File: src/rtl/conv_window_package.sv
// rtl/conv_window_package.sv - shared types and width helpers for the sliding-window generator
//
// Purpose: frame-tracking state enum and counter-width helpers used by
//          conv_window_gen and its line buffers.
// Ports:   none (package).

package conv_window_package;

   typedef enum logic [1:0] {
      IDLE   = 2'd0,
      PRIME  = 2'd1,
      STREAM = 2'd2
   } state_t;

   // Column counter width; never narrower than one bit so a 1-pixel line still elaborates.
   function automatic int lpCOL_W(input int img_w);
      return (img_w > 1) ? $clog2(img_w) : 1;
   endfunction

   // Row counter width, same rule as the column counter.
   function automatic int lpROW_W(input int img_h);
      return (img_h > 1) ? $clog2(img_h) : 1;
   endfunction

endpackage

File: src/rtl/conv_line_buf.sv
// rtl/conv_line_buf.sv - single-line pixel delay memory with read-first access
//
// Purpose: holds one image line. The read is combinational at the same
//          address being written, so the old pixel of the column is seen
//          in the same cycle it is replaced.
// Ports:   iclk    - clock, write on rising edge
//          iwe     - write enable (one accepted pixel)
//          iaddr   - column address for both read and write
//          iwdata  - pixel to store
//          ordata  - pixel currently stored at iaddr

module conv_line_buf #(
   parameter int pDATA_W = 8,
   parameter int pDEPTH  = 32,
   parameter int pADDR_W = 5
) (
   input  logic               iclk,
   input  logic               iwe,
   input  logic [pADDR_W-1:0] iaddr,
   input  logic [pDATA_W-1:0] iwdata,
   output logic [pDATA_W-1:0] ordata
);

   logic [pDATA_W-1:0] mem [pDEPTH];

   // Contents are never reset: every location is rewritten before a window uses it.
   always_ff @(posedge iclk) begin
      if (iwe) begin
         mem[iaddr] <= iwdata;
      end
   end

   assign ordata = mem[iaddr];

endmodule

File: src/rtl/conv_window_gen.sv
// rtl/conv_window_gen.sv - raster-stream sliding-window generator feeding the convolution core
//
// Purpose: builds every full stride-1, unpadded pKERNEL_Y x pKERNEL_X window
//          from a raster pixel stream using pKERNEL_Y-1 line buffers and a
//          shift window, and strobes each complete window for one cycle.
// Ports:   iclk        - clock
//          irst_n      - asynchronous active-low reset
//          idata       - pixel value
//          ivalid      - idata valid this cycle
//          isof        - with ivalid, marks the pixel as (row 0, col 0)
//          owindow     - [row][col][bit]; row 0 is oldest, col 0 is leftmost
//          ocalc_en    - one-cycle strobe, owindow holds a complete window
//          oframe_done - one-cycle pulse after the last pixel of a frame

module conv_window_gen
   import conv_window_package::*;
#(
   parameter int pDATA_W   = 8,
   parameter int pKERNEL_X = 3,
   parameter int pKERNEL_Y = 3,
   parameter int pIMG_W    = 32,
   parameter int pIMG_H    = 32
) (
   input  logic                                          iclk,
   input  logic                                          irst_n,
   input  logic [pDATA_W-1:0]                            idata,
   input  logic                                          ivalid,
   input  logic                                          isof,
   output logic [pKERNEL_Y-1:0][pKERNEL_X-1:0][pDATA_W-1:0] owindow,
   output logic                                          ocalc_en,
   output logic                                          oframe_done
);

   localparam int cCOL_W = lpCOL_W(pIMG_W);
   localparam int cROW_W = lpROW_W(pIMG_H);
   localparam int cLB_N  = (pKERNEL_Y > 1) ? pKERNEL_Y - 1 : 1;
   localparam logic [cCOL_W-1:0] cCOL_LAST = cCOL_W'(pIMG_W - 1);
   localparam logic [cROW_W-1:0] cROW_LAST = cROW_W'(pIMG_H - 1);

   typedef logic [pKERNEL_Y-1:0][pKERNEL_X-1:0][pDATA_W-1:0] win_t;

   state_t              state, state_nxt;
   logic [cCOL_W-1:0]   col, col_nxt, cur_col;
   logic [cROW_W-1:0]   row, row_nxt, cur_row;
   logic                accept, emit, last_px;
   logic [pDATA_W-1:0]  lb_rd [cLB_N];
   logic [pKERNEL_Y-1:0][pDATA_W-1:0] new_col;
   win_t                win, win_nxt;

   // A start-of-frame pixel is accepted in any state and is itself (0,0).
   assign accept  = ivalid && (isof || (state != IDLE));
   assign cur_col = isof ? '0 : col;
   assign cur_row = isof ? '0 : row;
   assign last_px = (cur_col == cCOL_LAST) && (cur_row == cROW_LAST);
   // The column test also rules out windows straddling a line wrap.
   assign emit    = accept && (int'(cur_row) >= pKERNEL_Y - 1)
                           && (int'(cur_col) >= pKERNEL_X - 1);

   // Line buffer k holds the line k+1 rows above the incoming pixel.
   if (pKERNEL_Y > 1) begin : g_lb
      for (genvar k = 0; k < pKERNEL_Y - 1; k++) begin : g_stage
         logic [pDATA_W-1:0] wdata;
         if (k == 0) begin : g_first
            assign wdata = idata;
         end else begin : g_chain
            assign wdata = lb_rd[k-1];
         end
         conv_line_buf #(
            .pDATA_W (pDATA_W),
            .pDEPTH  (pIMG_W),
            .pADDR_W (cCOL_W)
         ) u_lb (
            .iclk   (iclk),
            .iwe    (accept),
            .iaddr  (cur_col),
            .iwdata (wdata),
            .ordata (lb_rd[k])
         );
      end
   end else begin : g_no_lb
      assign lb_rd[0] = '0;
   end

   // Column entering the window: oldest line at row 0, live pixel at the bottom.
   always_comb begin
      new_col = '0;
      new_col[pKERNEL_Y-1] = idata;
      for (int y = 0; y < pKERNEL_Y - 1; y++) begin
         new_col[y] = lb_rd[pKERNEL_Y-2-y];
      end
   end

   always_comb begin
      win_nxt = win;
      for (int y = 0; y < pKERNEL_Y; y++) begin
         for (int x = 0; x < pKERNEL_X - 1; x++) begin
            win_nxt[y][x] = win[y][x+1];
         end
         win_nxt[y][pKERNEL_X-1] = new_col[y];
      end
   end

   // Next position and frame phase. The phase follows directly from the row the
   // next pixel will land on, which covers the 1-row kernel and restarts alike.
   always_comb begin
      state_nxt = state;
      col_nxt   = col;
      row_nxt   = row;
      if (accept) begin
         if (last_px) begin
            col_nxt = '0;
            row_nxt = '0;
         end else if (cur_col == cCOL_LAST) begin
            col_nxt = '0;
            row_nxt = cur_row + cROW_W'(1);
         end else begin
            col_nxt = cur_col + cCOL_W'(1);
            row_nxt = cur_row;
         end
         if (last_px) begin
            state_nxt = IDLE;
         end else if (int'(row_nxt) >= pKERNEL_Y - 1) begin
            state_nxt = STREAM;
         end else begin
            state_nxt = PRIME;
         end
      end
   end

   always_ff @(posedge iclk or negedge irst_n) begin
      if (!irst_n) begin
         state <= IDLE;
         col   <= '0;
         row   <= '0;
      end else begin
         state <= state_nxt;
         col   <= col_nxt;
         row   <= row_nxt;
      end
   end

   // The shift window moves on every accepted pixel; owindow only loads on a
   // complete window so it holds steady between strobes.
   always_ff @(posedge iclk or negedge irst_n) begin
      if (!irst_n) begin
         win         <= '0;
         owindow     <= '0;
         ocalc_en    <= 1'b0;
         oframe_done <= 1'b0;
      end else begin
         if (accept) begin
            win <= win_nxt;
         end
         if (emit) begin
            owindow <= win_nxt;
         end
         ocalc_en    <= emit;
         oframe_done <= accept && last_px;
      end
   end

endmodule
File: config.mk
export PLATFORM = sky130hd
export DESIGN_NAME = conv_window_gen
export DESIGN_NICKNAME = d
export VERILOG_FILES = /design/src/rtl/conv_window_package.sv /design/src/rtl/conv_line_buf.sv /design/src/rtl/conv_window_gen.sv
export SDC_FILE = /design/constraint.sdc
export NUM_CORES = 1
export LEC_CHECK = 0
export BUFFER_PORTS_ARGS = -buffer_cell sky130_fd_sc_hd__clkbuf_2
export CAP_MARGIN = 10
export CORE_MARGIN = 3
export CORE_UTILIZATION = 45
export CTS_BUF_LIST = sky130_fd_sc_hd__clkbuf_16
export CTS_CLUSTER_SIZE = 28
export DETAILED_ROUTE_END_ITERATION = 8
export HOLD_SLACK_MARGIN = 0.03
export PLACE_DENSITY = 0.67
export SYNTH_ARGS = -nofsm -noshare
export SYNTH_HDL_FRONTEND = slang
export SYNTH_SLANG_ARGS = --single-unit
File: constraint.sdc
create_clock -name iclk -period 7.5 [get_ports iclk]
set_input_delay 1.5 -clock iclk [delete_from_list [all_inputs] [get_ports iclk]]
set_output_delay 1.5 -clock iclk [all_outputs]
set_load 0.005 [all_outputs]
# Word level (Yosys, flattened, before mapping)
# Memory sizes are Yosys's and may differ from the RTL's.
# Index checks and enable logic that the tools add are counted.
word_totals:
  word_cells: 47
  ram_bits: 512
  memories: 2
  reg_bits: 134
  input_bits: 12
  output_inout_bits: 74
op_classes:
  reduce_logical: 7
  n_lt_le_gt_ge: 3
  mux: 11
  n_eq_ne: 2
  add_sub_neg: 2
memory_table:
  columns: ["name", "depth", "width", "rd", "rd_ports_with_merged_regs", "write_ports", "line_no", "text"]
  rows:
  - ["g_lb.g_stage[0].u_lb.mem", 32, 8, 1, 0, 1, "conv_line_buf.sv:24", "logic [pDATA_W-1:0] mem [pDEPTH];"]
  - ["g_lb.g_stage[1].u_lb.mem", 32, 8, 1, 0, 1, "conv_line_buf.sv:24", null]
ops:
  columns: ["operator", "n"]
  rows:
  - ["2-to-1 mux 5 bit", 7]
  - [">= comparator 5 x 2 -> 1 bit (second input constant)", 3]
  - ["adder 5 x 1 -> 5 bit (second input constant)", 2]
  - ["equality test 5 bit (second input constant)", 2]
  - ["logical AND 1 bit", 5]
  - ["2-to-1 mux 2 bit", 2]
  - ["2-to-1 mux 1 bit", 2]
  - ["nonzero test 2 bit", 1]
  - ["logical OR 1 bit", 1]

# Depth between registers and ports, before layout
depth:
  depth_word: 8
  ltp_mapped: 13
  mapped_depth_nobuf: 10

# Modules after synthesis
# From an unflattened synthesis, not the netlist that was laid out.
hier_totals:
  cells_unflattened: 1593
  area_unflattened_um2: 25459.4
by_module_without_submodules:
  columns: ["mod", "seq_area_each_um2", "n_inst", "area_per_inst_um2", "cells_each"]
  rows:
  - ["conv_line_buf", 7687.4, 2, 10045.9, 568]
  - ["conv_window_gen", 3353.2, 1, 5367.6, 457]

# Worst setup path before layout
# No wires, ideal clock.
synth_path:
  path_type: "input -> register"
  from: "input isof"
  to: "memory g_lb.g_stage[0].u_lb.mem[0][0] (enable)"
  t_arrival_ns: 3.454
  path_slack_ns: 3.657
  required_time_ns: 7.112
  stages: 8
  n_path_buf: 4
  setup_time_ns: 0.388
  path_cell_list: "buf_6 buf_2 nor3_1 nor2_1 clkbuf_1 clkbuf_1 nand2_1 nor2_1"
synth_between:
  elab_chain_cells: 4
  elab_cells_between_ends: 5
  classes_between: "mux: 3; reduce/logical: 2"
synth_rtl:
  columns: ["element", "line_no", "text"]
  rows:
  - ["start: declaration", "conv_window_gen.sv:28", "input logic isof,"]
  - ["logical OR 1 bit", "conv_window_gen.sv:51", "assign accept = ivalid && (isof || (state != IDLE));"]
  - ["logical AND 1 bit", "conv_window_gen.sv:51", null]
  - ["2-to-1 mux 1 bit", "conv_line_buf.sv:28", "if (iwe) begin"]
  - ["2-to-1 mux 1 bit (not written as such)", "conv_line_buf.sv:29", "mem[iaddr] <= iwdata;"]
  - ["end: declaration", "conv_line_buf.sv:24", null]
# Several ways; a longest one is shown, not always the timed one.

# Final worst setup path
layout_path:
  from: "input isof"
  to: "register win[44] (netlist name)"
layout_between:
  elab_chain_cells: 2
  elab_cells_between_ends: 4
  classes_between: "mux: 1; reduce/logical: 2; memory: 1"
layout_rtl:
  columns: ["element", "line_no", "text"]
  rows:
  - ["2-to-1 mux 5 bit", "conv_window_gen.sv:52", "assign cur_col = isof ? '0 : col;"]
  - ["memory (32 x 8 bit)", null, null]
  - ["via g_lb.g_stage[0].u_lb.ordata[4]", "conv_line_buf.sv:21", "output logic [pDATA_W-1:0] ordata"]
  - ["end signal: assignment", "conv_window_gen.sv:152", "win <= win_nxt;"]
  - ["end: declaration", "conv_window_gen.sv:48", "win_t win, win_nxt;"]
# The timed path passes the listed nets, and every way through them passes these cells.
# A chain may end at the register's enable or synchronous reset.

==> summary.md <==
| Metric | Value |
|---|---|
| Hold buffer count at CTS | 0 |
| Area delta synth->final | 13.1% |
| Most frequent cells in the layout | edfxtp_1, nand2_1, dfrtp_1 |
| Crit-path cells | buf_2, and2b_1, inv_4, mux2i_1, o22ai_1, a31oi_1, nand4_2, mux2_2 |
| PD cells | 299 nW/um^2 |
| Largest net degree at the start of global routing | 82 |
| Hold Crit Class | reg -> reg |
| CP delay by family, top | simple AND/OR/NAND/NOR gates |
| GP Congestion | 0.868 |
| Req. time, crit path | 8.01 ns |
| Worst Clk Skew | 0.0267 ns |
| Ys async rst share | 0.207 |
| Critical Path Stages | 8 |
| Netlist cell types | 74 |
| Reg clk slew, reported paths | 0.06 ns |
| CTS tree | done |
| GRT Total Usage | 0.207 |
| Fin. max-slew vios | 0 |
| Power Total | 8.66 mW |
| CP Buf/Inv Count | 2 |
| Resize count post-CTS | 0 |
| Core ar. | 55,700 um^2 |
| Highest clock rate | 0.216 GHz |
| Pre-antenna DRT Iters | 8 |
| Vias | 14,500 |
| I/O pin cnt | 86 |
| Die W | 245 um |
| Mean Syn Cell Area | 15.9 um^2 |
| TritonCTS Buffers | 61 |
| Number of global-route vias before repair | 14,600 |
| Worst setup path endpoint | win[44]$_DFFE_PN0P_ |
| Wirelength per Cell | 24.6 um |
| GRT overflow | 0 |
| Maximum VDD drop | 0.000186 V |
| Setup TNS | 0 ns |
| DR DRC count | 0 |
| Run status | completed |
| Worst reg-to-reg path cell count | 9 |
| Unrepaired setup endpoints after global routing | false |
| Clock root cell | clkbuf_16 |
| Period utilization | 0.617 |
| First-pass GRT wire length | 93,300 um |
| Setup crit start kind | input pin |
| Leak Pwr | 10.7 nW |
| Initial DRC Count | 1,578 |
| Ys Warns | 0 |
| Mapped Cells | 1,607 |
| Antenna violations before repair | 3 |
| Reg2reg setup slack | 2.97 ns |
| Min cycle time layout | 4.63 ns |
| Worst path slowest cell | nand4_2 |
| PortBufs | 85 |
| Crit Path Category | in -> reg |
| Fill count | 4,520 |
| Final hold violation count | 0 |
| Max-Cap Viols | 0 |
| Worst Setup SP | isof |
| WL final | 61,800 um |
| Row cnt | 86 |
| Worst Path Arrival | 5.14 ns |
| Antenna viol nets, final | 0 |
| Max-slew headroom | 0.278 |
| Vias per inst | 5.78 |
| Synthesis-stage register bit count | 646 |
| Clk Latency, worst-skew pair | 0.64 ns |
| Post-synthesis sequential area ratio | 0.731 |
| H-tree depth | 2 |
| # Post-CTS Setup Buffers | 0 |
| Die Y | 245 um |
| Crit path max fanout | 60 |
| Antenna Cells | 0 |
| Crit. End Element | register |
| Worst R2R Start | col[0]$_DFFE_PN0P_ |
| Ys flop type | edfxtp_1 |
| Commonest non-fill, non-tap cell in the layout | edfxtp_1 |
| Share of layout cells above drive strength 1 | 0.217 |
| Worst reg2reg path endpoint | owindow[41]$_DFFE_PN0P_ |
| CTS max path bufs | 3 |
| Number of flops mapped to enable cells by yosys | 512 |
| Clk sinks | 646 |
| Initial Util | 0.460 |
| Worst path max stage delay | 0.88 ns |
| DPL Wire Length | 37,100 um |
| Worst-Margin Slew | 1.08 ns |
| Mapped cell area | 25,600 um^2 |
| Nets | 1,732 |
| DIE AREA | 59,800 um^2 |
| Syn nets | 1,627 |
| Setup Viol. Count Final | 0 |
## worst min path at each step
stage / start / endpoint / slack [ns] / cells past startpoint
final: win[13]$_DFFE_PN0P_ / win[13]$_DFFE_PN0P_ / 0.47 / 2
after floorplan: win[32]$_DFFE_PN0P_ / win[32]$_DFFE_PN0P_ / 0.44 / 2
after CTS: win[60]$_DFFE_PN0P_ / win[60]$_DFFE_PN0P_ / 0.48 / 2
after global routing: win[9]$_DFFE_PN0P_ / win[9]$_DFFE_PN0P_ / 0.50 / 2
after global placement: win[63]$_DFFE_PN0P_ / win[63]$_DFFE_PN0P_ / 0.45 / 2
after detailed placement: win[63]$_DFFE_PN0P_ / win[63]$_DFFE_PN0P_ / 0.46 / 2
## per-stage QoR
stage	hold slack [ns]	std cells	area, um^2	worst slack (ns)	utilization
6_report	0.475	2509	29000	2.87	0.520
5_1_grt	0.502	2509	29000	2.63	0.520
4_1_cts	0.478	2507	28900	2.83	0.519
3_5_place_dp	0.462	2395	26900	2.14	0.483
3_3_place_gp	0.454	2395	26900	2.28	0.483
2_1_floorplan	0.440	1607	25600	3.66	-
## area by class of cell
type	count	area [um^2]	area share
Clock inverter	48	420	0.0145
Timing Repair Buffer	142	900	0.0310
Tap cell	748	936	0.0323
Sequential cell	646	18700	0.646
Multi-Input combinational cell	851	6360	0.219
Inverter	10	40.0	0.00138
Clock buffer	64	1600	0.0552
## where the power goes
group / switching [mW] / internal (mW)
logic: 0.852 / 0.407
clock network: 1.32 / 1.75
registers: 0.116 / 4.21
total: 2.29 / 6.37
## cell usage after synthesis (7+ instances only)
cell type	instances	area share
mux4_2	22	0.019
a211oi_1	17	0.0050
o211ai_1	9	0.0026
inv_1	9	0.0013
a22oi_1	27	0.0079
nand2_1	145	0.021
nor4b_1	9	0.0031
o21ai_0	17	0.0033
a31oi_1	15	0.0037
o221ai_1	18	0.0062
buf_2	49	0.0096
o21a_1	8	0.0023
nor3_1	28	0.0055
nand2b_1	7	0.0017
o22ai_1	17	0.0042
edfxtp_1	512	0.60
clkbuf_1	26	0.0038
dfrtp_1	134	0.13
buf_1	9	0.0013
a21o_1	8	0.0023
o32ai_1	8	0.0027
a21oi_1	39	0.0076
a2111oi_0	8	0.0027
a221oi_1	8	0.0027
buf_4	8	0.0023
a22o_1	8	0.0027
or2_0	12	0.0029
mux2_2	94	0.041
nor2_1	109	0.016
mux2i_1	108	0.042
ha_1	8	0.0039
nor2b_1	18	0.0044
buf_6	8	0.0035
## layer usage
| metal | track usage | part of all wire | wire length [um] | vias up |
|---|---|---|---|---|
| met1 | 0.279 | 0.41 | 25300 | 7406 |
| met2 | 0.339 | 0.49 | 30000 | 594 |
| met3 | 0.0371 | 0.073 | 4480 | 106 |
| li1 | - | - | - | 6389 |
| met5 | 0 | 0.00018 | 11 | - |
| met4 | 0.0794 | 0.033 | 2060 | 2 |
## worst reg2reg max path: stages (launching register included)
cell and delay [ns]:
dfrtp_4 0.83, buf_4 0.67, buf_4 0.72, nand3b_1 0.21, o211ai_1 0.13, o221ai_1 0.23
or2_2 0.19, nand4_1 0.64, buf_4 0.49, mux2_2 0.30
## flip-flops by register name (all words and copies together) (netlist names)
register,count
win,48
col,5
state,2
g_lb.g_stage.u_lb.mem,512
oframe_done,1
ocalc_en,1
owindow,72
row,5
## cells by family (layout without fill, tap and decap cells)
kind of cell | Yosys count | count (layout) | share of synthesized area
simple gates | 381 | 381 | 0.0724
xor+xnor | 1 | 1 | 0.000342
compound gates | 237 | 237 | 0.0674
fa+ha+maj | 8 | 8 | 0.00391
mux | 224 | 224 | 0.103
flops | 646 | 646 | 0.731
buf+inv | 110 | 264 | 0.0221
Power figures use the tool's default switching activity.
